===== config.mk =====
export PLATFORM = sky130hd
export DESIGN_NAME = rbm_iter_controller
export DESIGN_NICKNAME = d
export VERILOG_FILES = /design/src/rtl/rbm_pkg.sv /design/src/rtl/rbm_iter_controller_sat_acc.sv /design/src/rtl/rbm_iter_controller.sv
export SDC_FILE = /design/constraint.sdc
export NUM_CORES = 1
export LEC_CHECK = 0
export BUFFER_PORTS_ARGS = -buffer_cell sky130_fd_sc_hd__buf_2
export CORE_ASPECT_RATIO = 0.75
export CORE_MARGIN = 1.5
export CORE_UTILIZATION = 56
export CTS_BUF_LIST = sky130_fd_sc_hd__clkbuf_8
export DETAILED_ROUTE_END_ITERATION = 10
export HOLD_SLACK_MARGIN = 0.05
export PLACE_DENSITY = 0.8
export SYNTH_ARGS = -nofsm -noshare
export SYNTH_HDL_FRONTEND = slang
export SYNTH_SLANG_ARGS = --single-unit

===== constraint.sdc =====
create_clock -name clock -period 5.26 [get_ports clock]
set_clock_uncertainty 0.2 [all_clocks]
set_input_delay 1.315 -clock clock [delete_from_list [all_inputs] [get_ports clock]]
set_output_delay 1.315 -clock clock [all_outputs]
set_load 0.02 [all_outputs]

===== src/rtl/rbm_pkg.sv =====
// Shared types and constants for the RBM iteration controller.
// FSM state encoding plus signed saturation bounds derived from an accumulator width.
// Pure declarations; no logic, no latency, no flow control.
`timescale 1ns/1ps
package rbm_pkg;

  typedef enum logic [2:0] {
    IDLE  = 3'd0,
    CLEAR = 3'd1,
    START = 3'd2,
    WAIT  = 3'd3,
    ACCUM = 3'd4,
    DONE  = 3'd5
  } state_t;

  // Bounds are computed in a 64-bit signed domain and narrowed by the user.
  function automatic logic signed [63:0] acc_max(input int acc_w);
    return (64'sd1 <<< (acc_w - 1)) - 64'sd1;
  endfunction

  function automatic logic signed [63:0] acc_min(input int acc_w);
    return -(64'sd1 <<< (acc_w - 1));
  endfunction

  // Bounds for the default 16-bit accumulator.
  localparam int                    ACC_W_DEF   = 16;
  localparam logic signed [15:0]    ACC_MAX_DEF = 16'(acc_max(ACC_W_DEF));
  localparam logic signed [15:0]    ACC_MIN_DEF = 16'(acc_min(ACC_W_DEF));

endpackage


===== src/rtl/rbm_iter_controller_sat_acc.sv =====
// One saturating signed accumulator channel: acc <= sat(acc + sext(din)).
// Latency: one cycle from en to updated acc; sum is also exposed combinationally.
// No flow control; clear has priority over en.
`timescale 1ns/1ps
module rbm_sat_acc
  import rbm_pkg::*;
#(
  parameter int BITLENGTH = 12,
  parameter int ACC_W     = 16
) (
  input  logic                        clock,
  input  logic                        reset,
  input  logic                        clear,
  input  logic                        en,
  input  logic signed [BITLENGTH-1:0] din,
  output logic signed [ACC_W-1:0]     acc,
  output logic signed [ACC_W-1:0]     acc_sum
);

  localparam logic signed [ACC_W-1:0] ACC_MAX = ACC_W'(acc_max(ACC_W));
  localparam logic signed [ACC_W-1:0] ACC_MIN = ACC_W'(acc_min(ACC_W));

  logic signed [ACC_W:0] sum_wide;

  // One guard bit detects overflow; clamp toward the sign of the true sum.
  always_comb begin
    sum_wide = (ACC_W+1)'(acc) + (ACC_W+1)'(din);
    if (sum_wide[ACC_W] != sum_wide[ACC_W-1]) begin
      acc_sum = sum_wide[ACC_W] ? ACC_MIN : ACC_MAX;
    end else begin
      acc_sum = sum_wide[ACC_W-1:0];
    end
  end

  // Accumulator register: cleared per job, updated once per iteration.
  always_ff @(posedge clock or posedge reset) begin
    if (reset) begin
      acc <= '0;
    end else if (clear) begin
      acc <= '0;
    end else if (en) begin
      acc <= acc_sum;
    end
  end

endmodule


===== src/rtl/rbm_iter_controller.sv =====
// Iterates a layer chain iter_num times, saturating-accumulating each channel, then reports argmax.
// Latency: 4 cycles + layer latency per iteration; iter_num==0 reaches DONE on the accept edge.
// Result held in DONE until out_ready; in_ready only in IDLE. Optional margin stop: RBM_EARLY_STOP_EN.
`timescale 1ns/1ps
module rbm_iter_controller
  import rbm_pkg::*;
#(
  parameter int BITLENGTH = 12,
  parameter int OUT_DIM   = 2,
  parameter int ACC_W     = 16,
  parameter int ITER_W    = 16,
  parameter int MARGIN    = 64
) (
  input  logic                          clock,
  input  logic                          reset,
  input  logic                          in_valid,
  output logic                          in_ready,
  input  logic [ITER_W-1:0]             iter_num,
  output logic                          layer_rst,
  output logic                          layer_start,
  input  logic                          layer_done,
  input  logic [OUT_DIM*BITLENGTH-1:0]  layer_out,
  output logic                          out_valid,
  input  logic                          out_ready,
  output logic [OUT_DIM*ACC_W-1:0]      acc_out,
  output logic [$clog2(OUT_DIM)-1:0]    class_idx,
  output logic [ITER_W-1:0]             iter_done,
  output logic                          early_stop
);

  localparam int CW = $clog2(OUT_DIM);

  state_t                   state, state_nxt;
  logic [ITER_W-1:0]        iter_lat;
  logic [ITER_W-1:0]        cnt;
  logic [ITER_W-1:0]        cnt_inc;
  logic                     last_iter;
  logic [OUT_DIM*BITLENGTH-1:0] cap;
  logic                     acc_clr;
  logic                     acc_en;
  logic signed [ACC_W-1:0]  acc_q [OUT_DIM];
  logic signed [ACC_W-1:0]  acc_n [OUT_DIM];
  logic [CW-1:0]            best_idx;
  logic                     stop_margin;

  assign cnt_inc   = cnt + ITER_W'(1);
  assign last_iter = (cnt_inc == iter_lat);

  genvar g;
  generate
    for (g = 0; g < OUT_DIM; g++) begin : g_ch
      rbm_sat_acc #(
        .BITLENGTH (BITLENGTH),
        .ACC_W     (ACC_W)
      ) u_acc (
        .clock   (clock),
        .reset   (reset),
        .clear   (acc_clr),
        .en      (acc_en),
        .din     (cap[g*BITLENGTH +: BITLENGTH]),
        .acc     (acc_q[g]),
        .acc_sum (acc_n[g])
      );
      assign acc_out[g*ACC_W +: ACC_W] = acc_q[g];
    end
  endgenerate

  // Argmax over the post-add values so class_idx is valid on entry to DONE; strict > keeps lowest index on ties.
  always_comb begin
    logic signed [ACC_W-1:0] best_v;
    best_v   = acc_n[0];
    best_idx = '0;
    for (int i = 1; i < OUT_DIM; i++) begin
      if (acc_n[i] > best_v) begin
        best_v   = acc_n[i];
        best_idx = CW'(i);
      end
    end
  end

`ifdef RBM_EARLY_STOP_EN
  localparam logic signed [ACC_W-1:0] ACC_MIN = ACC_W'(acc_min(ACC_W));
  logic signed [ACC_W-1:0] top_v, sec_v;
  logic signed [ACC_W:0]   lead;

  // Lead of the largest post-add accumulator over the runner-up, compared against MARGIN.
  always_comb begin
    top_v = acc_n[0];
    sec_v = ACC_MIN;
    for (int i = 1; i < OUT_DIM; i++) begin
      if (acc_n[i] > top_v) begin
        sec_v = top_v;
        top_v = acc_n[i];
      end else if (acc_n[i] > sec_v) begin
        sec_v = acc_n[i];
      end
    end
    lead        = (ACC_W+1)'(top_v) - (ACC_W+1)'(sec_v);
    stop_margin = (lead >= (ACC_W+1)'(MARGIN));
  end

  // early_stop marks a job that finished before its iteration budget.
  always_ff @(posedge clock or posedge reset) begin
    if (reset) begin
      early_stop <= 1'b0;
    end else if (state == IDLE && in_valid) begin
      early_stop <= 1'b0;
    end else if (state == ACCUM && state_nxt == DONE) begin
      early_stop <= ~last_iter;
    end
  end
`else
  assign stop_margin = 1'b0;
  assign early_stop  = 1'b0;
`endif

  // State register.
  always_ff @(posedge clock or posedge reset) begin
    if (reset) begin
      state <= IDLE;
    end else begin
      state <= state_nxt;
    end
  end

  // Next-state and accumulator controls.
  always_comb begin
    state_nxt = state;
    acc_clr   = 1'b0;
    acc_en    = 1'b0;
    case (state)
      IDLE: begin
        if (in_valid) begin
          acc_clr   = 1'b1;
          state_nxt = (iter_num == '0) ? DONE : CLEAR;
        end
      end
      CLEAR: state_nxt = START;
      START: state_nxt = WAIT;
      WAIT:  if (layer_done) state_nxt = ACCUM;
      ACCUM: begin
        acc_en    = 1'b1;
        state_nxt = (last_iter || stop_margin) ? DONE : CLEAR;
      end
      DONE:  if (out_ready) state_nxt = IDLE;
      default: state_nxt = IDLE;
    endcase
  end

  assign in_ready    = (state == IDLE);
  assign layer_rst   = (state == CLEAR);
  assign layer_start = (state == START);
  assign out_valid   = (state == DONE);

  // Job bookkeeping, layer capture and result registers.
  always_ff @(posedge clock or posedge reset) begin
    if (reset) begin
      iter_lat  <= '0;
      cnt       <= '0;
      cap       <= '0;
      class_idx <= '0;
      iter_done <= '0;
    end else begin
      case (state)
        IDLE: begin
          if (in_valid) begin
            iter_lat  <= iter_num;
            cnt       <= '0;
            class_idx <= '0;
            iter_done <= '0;
          end
        end
        WAIT: begin
          if (layer_done) cap <= layer_out;
        end
        ACCUM: begin
          cnt <= cnt_inc;
          if (state_nxt == DONE) begin
            class_idx <= best_idx;
            iter_done <= cnt_inc;
          end
        end
        default: ;
      endcase
    end
  end

endmodule


==> results.ini <==
[status]
status=finished, final reports clean

[clocking]
cts_resized=0
cts.sinks=108
cts_buffer_depth=2
cts_buffers=9
cts_tree=done
cts-root-buf=clkbuf_8
htree_levels=3
ctsHoldBuffers=0
clock_latency_ns=0.39
postCtsSetupBuffers=0
path_clk_slew_ns=0.11

[cells_and_area]
area_delta_synth_final_pct=9.16
antenna_cells=0
regArea_um2=2700
multi_input_area_um2=4640
drive_above_1_share=0.200
n_fill_cell=1124
nets=990

[logic_synthesis]
synth_area_leaders=dfrtp_1, ha_1, mux2_2
yosysSeqAreaShare=0.353
synthFlopType=dfrtp_1
synth_adder_area_share=0.0944
synthesis.instances=827
syn_area_um2=7660
yosys.cell_types.count=77
ys_async_sr_fraction=1.00
avgSynthCellArea_um2=9.27
synth-simple-area-share=0.164
synth_nets=923
synth_warnings=0
synth_compound_area_frac=0.199
synth_top_area_cell=dfrtp_1
synth_mux_area_frac=0.0821
synthTopCellsByCount=dfrtp_1, nand2_1, o21ai_0
synth_most_common_cell=dfrtp_1
yosysTopAreaCellShare=0.353
ys_ff_latch=108
synth_top_family_by_area=compound AO/OA/AOI/OAI gates
synth_xor_area_frac=0.0627
synth_edf_count=0

[setup_path]
crit_chain=ha_1 -> fa_1 -> a211oi_1 -> o211ai_1 -> nand2_1 -> o221ai_1 -> a31o_2 -> maj3_1 -> ha_1 -> nand4_1 -> nor3_1 -> o211ai_1 -> o21ai_0 -> mux2i_1 -> a211oi_1 -> mux2_1
crit_buf_inv=0
critPathArrivalTime_ns=4.86
crit_fanout=27
r2r_cells=16
critical_path.max_stage_delay_ns=0.48
worst_setup_path_end_kind=flip-flop
r2r_slack_ns=0.48
crit_path_start_kind=flip-flop
crit_start=g_ch[1].u_acc.acc[0]
critPathKind=flip-flop to flip-flop
reg2reg_from=g_ch[1].u_acc.acc[0]
required_ns=5.34
r2r-end=class_idx
cp.depth=16
crit_slowest_cell=a31o_2
crit_end=class_idx
cp_top_family=compound AO/OA/AOI/OAI gates

[sta]
fin_ws_ns=0.483
relSlewSlack=0.275
timing_worst_slew_pin_value_ns=1.08
finalHoldViolCount=0
fin_setup_tns_ns=0
grt_setup_unrepaired=no
layout_worst_path_cycle_share=0.908
slew_viol_final=0
period_needed_ns=4.78
hold_slack_ns=0.322
finalSetupViolCount=0
max_freq_mhz=209

[grt]
grt_start_max_net_pins=47
grt_usage=0.273
grt_first_pass_wirelength_um=31800
antenna_found_initial=0
grt.overflow.total=0
grt_pass1_vias=6110

[flow_run]
timing.max_cap.violations=0

[floorplanning]
start_util=0.583
die_x_um=138
io-pin-count=99
die_area_um2=14400
core_um2=13200
std_cell_rows=36
dieHeight_um=104

[power_and_ir_drop]
p_switching_uw=2830
ir_worst_vdd_mv=0.369
switching_share=0.497
seq_power_share=0.249
internal_power_uw=2860
powerDensity_nw_per_um2=680
comb_power_share=0.663
leakagePower_uw=0.00395
power_frac_clock=0.088

[drt]
wl_um=19400
wire_per_inst_um=18.1
drcViolationCount=0
drt_iter0_markers=526
via_per_inst=6.18
firstDrtPassIters=5
route.vias.total=6612
antenna_left=0

[place]
gp_congestion=0.967
portBuffers=97
place_ws_ns=0.451
dp_hpwl_um=14600

[hold_path]
hp-class=flip-flop to flip-flop

[power by group through the flow]
| stage | Combinational (µW) | Sequential [µW] | Clock [µW] |
|---|---|---|---|
| floorplan | 2750 | 1440 | 0 |
| detailed placement | 3680 | 1420 | 0 |
| global route | 4210 | 1460 | 548 |
| global placement | 3640 | 1410 | 0 |
| CTS | 3710 | 1410 | 517 |
| finish | 3770 | 1420 | 502 |
[registers in the layout, indices dropped and copies added (netlist names)]
signal	cells
class_idx	1
iter_lat	16
g_ch.u_acc.acc	32
cnt	16
state	3
iter_done	16
cap	24
[layout by cell type, fill, tap and decap left out, drive strengths merged, types with 4 or more instances in the layout]
cell     synthesis  final
nor3             9      9
a21o            12     12
a2bb2oi          6      6
nor4            11     11
a22o             9      9
o21ai           77     77
nor2b            5      5
o2111ai          4      4
xnor2           31     31
a211oi          14     14
nand4           12     12
inv             18     23
buf             20    106
nor2            50     50
and3            15     15
clkbuf          30      9
a2111oi          4      4
o221ai           4      4
a21oi           54     54
mux2            41     41
o31ai            4      4
nand3           18     18
maj3             7      7
mux2i           16     16
nand2b          12     12
and2             8      8
o21a             4      4
dfrtp          108    108
ha              49     49
o211ai          14     14
nand2           88     88
xor2            16     16
[cells by family after synthesis]
family                   after synthesis
AND/OR/NAND/NOR                      249
AO/OA/AOI/OAI                        236
flip-flops                           108
buffers and inverters                 68
adder cells (fa/ha/maj)               58
multiplexers                          57
XOR/XNOR                              50
other                                  1
[tightest hold or removal path, delay by kind of cell (launching register included)]
kind | cells | cell delay (ns)
compound gates | 1 | 0.06
simple gates | 1 | 0.05
flops | 1 | 0.38
[worst min-delay path by stage]
stage	to	cells past startpoint	startpoint	slack [ns]
floorplan	iter_lat[7]	1	iter_lat[7]	0.28
global placement	g_ch[1].u_acc.acc[13]	2	g_ch[1].u_acc.acc[13]	0.29
detailed placement	g_ch[1].u_acc.acc[9]	2	g_ch[1].u_acc.acc[9]	0.30
CTS	g_ch[1].u_acc.acc[9]	2	g_ch[1].u_acc.acc[9]	0.33
global route	class_idx	1	class_idx	0.34
finish	g_ch[1].u_acc.acc[9]	2	g_ch[1].u_acc.acc[9]	0.32
[layer usage]
| layer | global-route usage | share of wire | vias to the layer above |
|---|---|---|---|
| li1 | - | - | 3177 |
| met3 | 0.0815 | 0.093 | 32 |
| met1 | 0.429 | 0.51 | 3112 |
| met4 | 0.0617 | 0.016 | 0 |
| met2 | 0.361 | 0.38 | 291 |
| met5 | 0 | 0 | - |
[cell type report]
type	instances	area share
clock buffer	9	0.0148
inverter	18	0.00837
timing repair buffer	106	0.0661
sequential	108	0.323
tap	171	0.0256
multi-input combinational	651	0.554
clock inverter	7	0.00793
[stage by stage]
stage                     instance area, µm²  cells  total power (µW)  utilization
after floorplan                         7660    827              4180            -
after global placement                  8170   1054              5040        0.621
after detailed placement                8170   1054              5100        0.621
after CTS                               8360   1070              5640        0.636
after global routing                    8370   1070              6220        0.636
final                                   8370   1070              5690        0.636
(Power assumes the default switching activity.)
